## config.mk

```make
export PLATFORM = sky130hd
export DESIGN_NAME = pdm_cic_decimator
export DESIGN_NICKNAME = d
export VERILOG_FILES = /design/src/rtl/pdm_pkg.sv /design/src/rtl/pdm_cic_comb.sv /design/src/rtl/pdm_cic_decimator.sv
export SDC_FILE = /design/constraint.sdc
export NUM_CORES = 1
export LEC_CHECK = 0
export ABC_AREA = 1
export BUFFER_PORTS_ARGS = -buffer_cell sky130_fd_sc_hd__buf_2
export CAP_MARGIN = 15
export CORE_MARGIN = 5
export CORE_UTILIZATION = 55
export DETAILED_ROUTE_END_ITERATION = 12
export GPL_TIMING_DRIVEN = 0
export PLACE_DENSITY_LB_ADDON = 0.05
export SLEW_MARGIN = 40
export SYNTH_ARGS = -nofsm -noshare
export SYNTH_HDL_FRONTEND = slang
export SYNTH_SLANG_ARGS = --single-unit
export TNS_END_PERCENT = 50
```

## constraint.sdc

```tcl
create_clock -name clk -period 7.15 [get_ports clk]
set_clock_uncertainty 0.2 [all_clocks]
set_input_delay 1.43 -clock clk [delete_from_list [all_inputs] [get_ports clk]]
set_output_delay 1.43 -clock clk [all_outputs]
set_load 0.05 [all_outputs]
```

## src/rtl/pdm_pkg.sv

```systemverilog
// Shared constants and helpers for the PDM-to-PCM CIC decimator.
// Holds the CIC width rule and the saturating output shift.
package pdm_pkg;

    localparam logic signed [1:0] PDM_POS = 2'sb01;
    localparam logic signed [1:0] PDM_NEG = 2'sb11;

    function automatic int cic_w(input int r_log2);
        return 2 + 3 * r_log2;
    endfunction

    // Result is wide; callers truncate to out_w, which is lossless after clamping.
    function automatic logic signed [63:0] sat_shl(
        input logic signed [31:0] value,
        input logic        [3:0]  shift,
        input int                 out_w
    );
        logic signed [63:0] v;
        logic signed [63:0] hi;
        logic signed [63:0] lo;
        v  = $signed({{32{value[31]}}, value}) <<< shift;
        hi = (64'sd1 <<< (out_w - 1)) - 64'sd1;
        lo = -hi - 64'sd1;
        if (v > hi) begin
            return hi;
        end
        if (v < lo) begin
            return lo;
        end
        return v;
    endfunction

endpackage

```

## src/rtl/pdm_cic_comb.sv

```systemverilog
// One CIC comb stage, differential delay 1, modular arithmetic.
// y is combinational; the delay line advances only when en is high.
module cic_comb
    import pdm_pkg::*;
#(
    parameter int W = 14
) (
    input  logic                clk,
    input  logic                rst,
    input  logic                en,
    input  logic signed [W-1:0] x,
    output logic signed [W-1:0] y
);

    logic signed [W-1:0] x_prev;

    always_ff @(posedge clk) begin
        if (rst) begin
            x_prev <= '0;
        end else if (en) begin
            x_prev <= x;
        end
    end

    assign y = x - x_prev;

endmodule

```

## src/rtl/pdm_cic_decimator.sv

```systemverilog
// Third-order CIC decimator turning a PDM bitstream into signed PCM,
// with programmable gain shift and a one-deep valid/ready output buffer.
module pdm_cic_decimator
    import pdm_pkg::*;
#(
    parameter int R_LOG2 = 4,
    parameter int OUT_W  = 16
) (
    input  logic                    clk,
    input  logic                    rst,
    input  logic                    pdm_in,
    input  logic                    pdm_valid,
    input  logic [3:0]              shift_by,
    output logic signed [OUT_W-1:0] pcm_out,
    output logic                    pcm_valid,
    input  logic                    pcm_ready,
    output logic                    overrun
);

    localparam int W = cic_w(R_LOG2);

    logic signed [W-1:0] x;
    logic signed [W-1:0] i1, i2, i3;
    logic signed [W-1:0] i1_n, i2_n, i3_n;
    logic [R_LOG2-1:0]   cnt;
    logic                dec_edge;

    logic signed [W-1:0] dec_smp;
    logic                stb_a;
    logic signed [W-1:0] c1, c2, c3;
    logic signed [W-1:0] c_reg;
    logic                stb_b;
    logic signed [OUT_W-1:0] pcm_next;
    logic                xfer;

    always_comb begin
        x    = pdm_in ? W'(PDM_POS) : W'(PDM_NEG);
        i1_n = i1 + x;
        i2_n = i2 + i1_n;
        i3_n = i3 + i2_n;
    end

    assign dec_edge = pdm_valid && (cnt == '1);
    assign xfer     = pcm_valid && pcm_ready;
    assign pcm_next = OUT_W'(sat_shl(32'(c_reg), shift_by, OUT_W));

    always_ff @(posedge clk) begin
        if (rst) begin
            i1  <= '0;
            i2  <= '0;
            i3  <= '0;
            cnt <= '0;
        end else if (pdm_valid) begin
            i1  <= i1_n;
            i2  <= i2_n;
            i3  <= i3_n;
            cnt <= cnt + 1'b1;
        end
    end

    cic_comb #(.W(W)) u_comb1 (
        .clk(clk), .rst(rst), .en(stb_a), .x(dec_smp), .y(c1)
    );
    cic_comb #(.W(W)) u_comb2 (
        .clk(clk), .rst(rst), .en(stb_a), .x(c1), .y(c2)
    );
    cic_comb #(.W(W)) u_comb3 (
        .clk(clk), .rst(rst), .en(stb_a), .x(c2), .y(c3)
    );

    // Two register stages after the decimation edge give the fixed latency.
    always_ff @(posedge clk) begin
        if (rst) begin
            dec_smp   <= '0;
            stb_a     <= 1'b0;
            c_reg     <= '0;
            stb_b     <= 1'b0;
            pcm_out   <= '0;
            pcm_valid <= 1'b0;
            overrun   <= 1'b0;
        end else begin
            stb_a <= dec_edge;
            if (dec_edge) begin
                dec_smp <= i3_n;
            end
            stb_b <= stb_a;
            if (stb_a) begin
                c_reg <= c3;
            end
            if (stb_b) begin
                if (!pcm_valid || xfer) begin
                    pcm_out   <= pcm_next;
                    pcm_valid <= 1'b1;
                end else begin
                    overrun <= 1'b1;
                end
            end else if (xfer) begin
                pcm_valid <= 1'b0;
            end
        end
    end

endmodule

```

**Word level (Yosys, flattened, before mapping)**

Cells that the tools add are included.

- Memories kept: 0
- Bits of input ports: 9
- Output and inout port bits: 18
- Logic and storage cells: 46
- Bits in writable memories: 0
- Memory bits (read-only): 0
- Bits in latches: 0
- Register bits after elaboration: 136

- Add/sub/neg operators: 7
- Multipliers: 0
- Div/mod/pow operators: 0
- Bitwise logic cells: 1
- Muxes and demuxes: 11
- Magnitude comparators: 2
- Shift-type cells: 1
- Equal/unequal tests: 2
- Reduce and logical (&&, ||, !) cells: 8

Operator list:

| cell | count |
|---|---|
| > comparator 64 x 16 -> 1 bit, second input constant | 1 |
| < comparator 64 x 16 -> 1 bit, second input constant | 1 |
| 2-to-1 mux 16 bit | 4 |
| <<< shifter 14 x 4 -> 64 bit | 1 |
| adder 14 bit | 3 |
| subtractor 14 bit | 3 |
| 2-to-1 mux 14 bit | 1 |
| 2-to-1 mux 1 bit | 6 |
| AND reduction 2 bit | 3 |
| adder 4 x 1 -> 4 bit, second input constant | 1 |
| equality test 4 bit, second input constant | 1 |
| logical AND 1 bit | 2 |
| inequality test 2 x 1 -> 1 bit, second input constant | 1 |
| nonzero test 2 bit | 1 |
| zero test 1 bit | 1 |
| logical OR 1 bit | 1 |
| inverter 1 bit | 1 |

**Longest topological paths before layout**

Gate-level depths: netlist (run 1).

- Depth in word-level cells: 6
- Depth in mapped cells: 27
- Depth with buffers taken out: 27

**Cells and area by module**

Synthesis (run 1) repeated with hierarchy kept, for this count alone.

- Cell total of the unflattened synthesis: 1529
- Area total of the unflattened synthesis: 9920.8 um^2

By module, submodules not included:

| module | times used | cells an instance | area an instance (um^2) | seq. area each (um^2) |
|---|---|---|---|---|
| pdm_cic_decimator | 1 | 920 | 6080.8 | 1881.8 |
| cic_comb | 3 | 203 | 1280.0 | 280.3 |

**Worst setup path after synthesis (run 1)**

No wires, ideal clock.

- Path type: input -> register
- Start: input port pdm_in
- End: register i3[13]
- Arrival time: 4941 ps
- Cell stages on the path: 24
- Slack: 1900 ps
- Path buffers: 0
- Library setup time: 109 ps
- Required time: 6841 ps
- Path through: inv_1 ha_1 or2_2 nand3_1 nand2_1 xor2_1 ha_1 nand2_1 inv_1 nand3_1 o221ai_1 xor2_1 ha_1 a21oi_1 o21a_1 nand2_1 a21boi_0 o21ai_0 nand2_1 nand2_1 nand3_1 nand3_1 nand2_1 inv_1

- Longest elaborated chain between the ends: 4

Ends and longest elaborated chain:

| item | RTL line | text |
|---|---|---|
| start: declaration | pdm_cic_decimator.sv:11 | `input logic pdm_in,` |
| 2-to-1 mux 14 bit | pdm_cic_decimator.sv:37 | `x = pdm_in ? W'(PDM_POS) : W'(PDM_NEG);` |
| adder 14 bit | pdm_cic_decimator.sv:38 | `i1_n = i1 + x;` |
| net i1_n[5] | pdm_cic_decimator.sv:24 | `logic signed [W-1:0] i1_n, i2_n, i3_n;` |
| adder 14 bit | pdm_cic_decimator.sv:39 | `i2_n = i2 + i1_n;` |
| net i2_n[6] | pdm_cic_decimator.sv:24 |  |
| adder 14 bit | pdm_cic_decimator.sv:40 | `i3_n = i3 + i2_n;` |
| end signal: assignment | pdm_cic_decimator.sv:56 | `i3 <= i3_n;` |
| end: declaration | pdm_cic_decimator.sv:23 | `logic signed [W-1:0] i1, i2, i3;` |

The timed path passes the listed nets, and every way through them passes these cells.
A chain may end at the register's enable or synchronous reset.

**Worst setup path in the final report (run 1)**

Same ends and word-level chain as after synthesis.

==> run_results.csv, run 1 <==
group,metric,value,unit
status,outcome,"finished clean",
place,portBuffers,24,
final_layout,final_nets,1535,
worst_setup_path,cp.arrival,5.92,ns
logic_synthesis,synth_seq_cells,136,
logic_synthesis,async_flop_share,0,
final_layout,area_delta_synth_final,11.32,%
cts,clock-sinks,136,
drt,wl_per_cell,13.98,um
worst_setup_path,critical_path.max_fanout,13,
floorplanning,die-area,19690,sq um
final_layout,fin_area,10400,sq um
sta,period_share,0.8106,
place,dp_cells,1641,
final_layout,finalNonFillerCells,1673,
final_layout,top_register,"pcm_out",
floorplanning,fp.dieH,140.3,um
logic_synthesis,syn_area,9340,sq um
final_layout,fillers,1630,
cts,hold_buffers,0,
run,maxCapViolCount,0,
worst_setup_path,r2r_start,"dec_smp[0]",
sta,min_period,5.796,ns
drt,vias,8745,
cts,clkLatencyLatePin,0.43,ns
logic_synthesis,seq_area_frac_synth,0.2915,
worst_setup_path,startpoint_type,"primary input",
power_and_ir_drop,ir_drop,0.0003219,V
cts,htree_levels,4,
logic_synthesis,ys_dominant_reg_cell,"dfxtp_1",
logic_synthesis,synth_cell_types,40,
sta,maxSlewHeadroom,0.4895,
floorplanning,die_w,140.3,um
drt,first_iter_violations,534,
sta,setup_violations,0,
drt,drt-total-wl,23400,um
logic_synthesis,syn_avg_cell_area,6.686,sq um
place,gp_congestion,0.8694,
logic_synthesis,synthCells,1397,
cts,cts-root-buf,"clkbuf_16",
floorplanning,fp.coreArea,16640,sq um
grt,antenna_found_initial,0,
sta,hold_viol_final,0,
logic_synthesis,yosysWarnings,0,
worst_setup_path,endpoint_kind,"register",
sta,finalMaxSlewViolations,0,
cts,cts_buffers,17,
final_layout,antenna_cells,0,
drt,drc,0,
place,place_area,9736,sq um
cts,cts_setup_buffers,0,
worst_hold_path,hold_start,"overrun",
worst_setup_path,cp.required,7.27,ns
worst_hold_path,hp-class,"reg2reg",
drt,viasPerCell,5.227,
sta,grt_setup_unrepaired,"no",
power_and_ir_drop,pwr_density_cell,285.1,nW/um^2
worst_setup_path,critPathKind,"in2reg",
drt,drtPass1Iterations,5,
floorplanning,initial_core_util,0.5612,
cts,cts_resized,0,
drt,antenna_left,0,
grt,grt_max_degree,17,
logic_synthesis,syn_nets,1492,
grt,grt_use_total,0.2401,
place,dp_hpwl,17740,um
final_layout,drive_gt1_frac,0.04749,
cts,cts_buffer_depth,2,
cts,cts_tree,"yes",
worst_setup_path,rrSetupSlack,2.25,ns
final_layout,most-common-layout-cells,"nand2_1, inv_1, o21ai_0, a21oi_1, dfxtp_1",
grt,grt_pass1_wl,39090,um
sta,max_slew.worst_pin.slew,0.7657,ns
grt,grt-ovfl-total,0,
cts,path_clk_slew,0.06,ns
sta,timing.fmax,172.5,MHz
grt,grt_pass1_vias,8231,
power_and_ir_drop,p_leak,5.410,nW
floorplanning,io_pins,27,
floorplanning,rows,47,
final_layout,largest_reg_flops,16,
final_layout,layout_commonest_cell,"nand2_1",
logic_synthesis,synth_edf_count,0,
worst_setup_path,worstSetupStartpoint,"pdm_in",
sta,finalSetupTns,0,ns
power_and_ir_drop,power,2.964,mW
[cells by family after synthesis]
logic type / Yosys count / share of synthesized area
buffers and inverters: 280 / 0.1151
AND/OR/NAND/NOR: 475 / 0.2076
adder cells (fa/ha/maj): 86 / 0.1200
flip-flops: 136 / 0.2915
AO/OA/AOI/OAI: 356 / 0.2058
XOR/XNOR: 64 / 0.06001
[layout make-up]
cell class,instances,area [sq um],share of cell area
Buffer,50,211.5,0.02034
Clock buffer,20,466.7,0.04489
Clock inverter,12,195.2,0.01877
Inverter,230,863.3,0.08303
Multi-Input combinational cell,981,5543,0.5331
Sequential cell,136,2723,0.2619
Tap cell,220,275.3,0.02647
Timing Repair Buffer,24,120.1,0.01155
[worst paths after layout]
path,to,depth (start not counted)
min,overrun,2
min reg2reg,overrun,2
max reg2reg,c_reg[13],23
max,i3[13],25
[layer usage]
layer	vias up	routed length (um)	track usage	share of wire
li1	4649	-	-	-
met1	3951	10970	0.3005	0.47
met2	109	11360	0.4241	0.49
met3	36	612	0.03511	0.026
met4	0	459	0.07751	0.020
met5	-	0	0	0
[stage by stage]
| step | util | hold slack (ns) | setup slack [ns] |
|---|---|---|---|
| finish | 0.6248 | 0.2512 | 1.354 |
| global placement | 0.5850 | 0.2405 | 0.9444 |
| floorplan | - | 0.2373 | 1.900 |
| CTS | 0.6248 | 0.2579 | 1.353 |
| detailed placement | 0.5850 | 0.2491 | 0.9163 |
| global route | 0.6248 | 0.2772 | 1.026 |
[cells in the mapped netlist (3+ instances only)]
cell | instances | area (sq um)
inv_1 | 225 | 844.6
clkbuf_1 | 35 | 131.4
buf_4 | 4 | 30.03
nand4_1 | 7 | 43.79
o21bai_1 | 6 | 45.04
fa_1 | 6 | 120.1
ha_1 | 80 | 1001
xor2_1 | 45 | 394.1
o211ai_1 | 17 | 127.6
a21oi_1 | 147 | 735.7
nor2_1 | 117 | 439.2
nor3_1 | 9 | 45.04
a21o_1 | 7 | 52.55
dfxtp_1 | 136 | 2723
nand3_1 | 87 | 435.4
nand2_1 | 248 | 930.9
xnor2_1 | 19 | 166.4
o21ai_0 | 150 | 750.7
a31oi_1 | 10 | 62.56
buf_1 | 9 | 33.78
o21ai_1 | 6 | 30.03
clkinv_1 | 3 | 11.26
o2111ai_1 | 3 | 26.28
[worst max-delay path, stage by stage]
cell and delay (ns):
buf_2 0.11, inv_1 0.39, ha_1 0.36, or2_2 0.32
nand3_1 0.12, nand2_1 0.13, xor2_1 0.21, ha_1 0.37
nand2_1 0.09, inv_1 0.09, nand3_1 0.07, o221ai_1 0.20
xor2_1 0.30, ha_1 0.34, a21oi_1 0.17, o21a_1 0.14
nand2_1 0.07, a21boi_0 0.27, o21ai_0 0.18, nand2_1 0.09
nand2_1 0.11, nand3_1 0.13, nand3_1 0.08, nand2_1 0.08
inv_1 0.04
[where the power goes]
| group | switching [mW] | internal [mW] | leakage [nW] |
|---|---|---|---|
| registers | 0.0363 | 0.819 | 1.11 |
| clock network | 0.348 | 0.646 | 0.326 |
| logic | 0.718 | 0.397 | 3.98 |
No activity file was read; power rests on OpenSTA's default activity.
==> run 2: changes to the inputs <==
Clock period 7.15 ns to 5.2 ns, I/O delays scaled along.
==> run_results.csv, run 2 (synthesis gave the netlist of run 1 again) <==
group,metric,value,unit
worst_hold_path,hp-class,"reg2reg",
final_layout,largest_reg_flops,16,
worst_setup_path,cp.arrival,5.10,ns
place,place_area,9736,sq um
worst_hold_path,holdPathStages,2,
floorplanning,rows,47,
worst_setup_path,path_common_cell,"nand2_1",
cts,cts-root-buf,"clkbuf_16",
final_layout,drive_gt1_frac,0.05765,
drt,first_iter_violations,482,
sta,finalMaxSlewViolations,0,
place,dp_hpwl,17740,um
grt,grt_pass1_vias,8242,
final_layout,antenna_cells,0,
floorplanning,fp.coreArea,16640,sq um
cts,cts_tree,"yes",
final_layout,area_delta_synth_final,12.28,%
cts,path_clk_slew,0.06,ns
final_layout,fin_area,10490,sq um
worst_setup_path,worst-path-stages,25,
worst_setup_path,critPathTopFamily,"simple AND/OR/NAND/NOR gates",
worst_setup_path,rrSetupSlack,0.56,ns
worst_setup_path,r2r_cells,23,
worst_setup_path,endpoint_kind,"register",
sta,grt_setup_unrepaired,"yes",
grt,grt_use_total,0.2406,
run,maxCapViolCount,0,
power_and_ir_drop,power,4.165,mW
final_layout,utilization,0.6302,
final_layout,top_register,"pcm_out",
floorplanning,die-area,19690,sq um
final_layout,layout_commonest_cell,"nand2_1",
cts,cts_buffer_depth,2,
final_layout,final_nets,1539,
floorplanning,io_pins,27,
floorplanning,fp.dieH,140.3,um
grt,grt-ovfl-total,0,
drt,drt-total-wl,23580,um
sta,setup_violations,0,
drt,drc,0,
worst_setup_path,cp.required,5.32,ns
floorplanning,initial_core_util,0.5612,
power_and_ir_drop,p_leak,5.440,nW
place,gp_congestion,0.8694,
sta,max_slew.worst_pin.slew,0.7592,ns
sta,maxSlewHeadroom,0.4938,
cts,htree_levels,4,
worst_setup_path,startpoint_type,"primary input",
grt,grt_pass1_wl,39140,um
worst_setup_path,slowest_stage,"ha_1",
drt,drtPass1Iterations,5,
worst_setup_path,critPathKind,"in2reg",
place,portBuffers,24,
final_layout,most-common-layout-cells,"nand2_1, inv_1, a21oi_1, o21ai_0, dfxtp_1",
sta,period_share,0.9570,
drt,antenna_left,0,
power_and_ir_drop,pwr_density_cell,397.1,nW/um^2
grt,antenna_found_initial,0,
sta,timing.fmax,201.0,MHz
cts,hold_buffers,0,
sta,hold_viol_final,0,
sta,holdWs,0.2517,ns
drt,viasPerCell,5.253,
cts,clock-sinks,136,
grt,grt_max_degree,17,
worst_setup_path,critical_path.max_fanout,4,
worst_setup_path,worstPathBufferInverterCount,4,
sta,min_period,4.976,ns
cts,cts_buffers,17,
cts,clkLatencyLatePin,0.43,ns
floorplanning,die_w,140.3,um
worst_setup_path,cpPeakStageDelay,0.36,ns
drt,wl_per_cell,14.06,um
power_and_ir_drop,ir_drop,0.0004433,V
status,outcome,"finished clean",
drt,vias,8809,
-- run 2: changes by cell type in the layout (fill, tap and decap cells not counted), moves of 2 or more --
cell     delta
o21ai_1     +3
o21ai_2     +2
o21ai_0     -5
xor2_1      -3
xor2_2      +3
buf_4       +4
-- run 2: layout make-up --
type,instances,area (sq um)
clock buffers,20,466.7
fillers,1617,6155
well taps,220,275.3
inverters,230,867.1
plain buffers,50,211.5
multi-input cells,981,5599
clock inverters,12,195.2
repair buffers,28,150.1
flip-flops and latches,136,2723
-- run 2: stage by stage --
| stage | setup slack [ns] | cells | setup TNS, ns |
|---|---|---|---|
| 2_1_floorplan | 0.3400 | 1397 | 0 |
| 3_3_place_gp | -0.6156 | 1641 | -4.209 |
| 4_1_cts | 0.03076 | 1675 | 0 |
| 3_5_place_dp | -0.6437 | 1641 | -4.654 |
| 5_1_grt | -0.05224 | 1677 | -0.1135 |
| 6_report | 0.2237 | 1677 | 0 |
-- run 2: power by group --
| part | internal, mW | switching [mW] | leakage [nW] | total, mW |
|---|---|---|---|---|
| Sequential | 1.13 | 0.0499 | 1.11 | 1.18 |
| Clock | 0.888 | 0.476 | 0.326 | 1.36 |
| Combinational | 0.593 | 1.03 | 4.01 | 1.62 |
| Total | 2.61 | 1.56 | 5.44 | 4.16 |
-- run 2: final timing paths --
kind,endpoint,start
worst min register to register,overrun,overrun
worst max-delay path,i3[13],pdm_in
worst max register to register,c_reg[13],dec_smp[0]
worst min-delay path,overrun,overrun
-- run 2: repair_timing --
item | 4_1_cts | 5_1_grt
resized for setup | 1 | 16
pin swaps | 0 | 2
setup endpoints to repair | 4 | 8
setup buffers | 2 | 2
-- run 2: tightest hold or removal path: stages, from the launching register on --
cell     delay [ns]
dfxtp_1        0.30
inv_1          0.05
a21oi_1        0.05
-- run 2: metal layers --
metal	vias to the layer above	GRT usage	part of all wire	wire length (um)
met3	39	0.03511	0.026	624
li1	4666	-	-	-
met1	3980	0.3009	0.47	11070
met5	-	0	0	0
met4	0	0.07751	0.020	481
met2	124	0.4252	0.48	11410
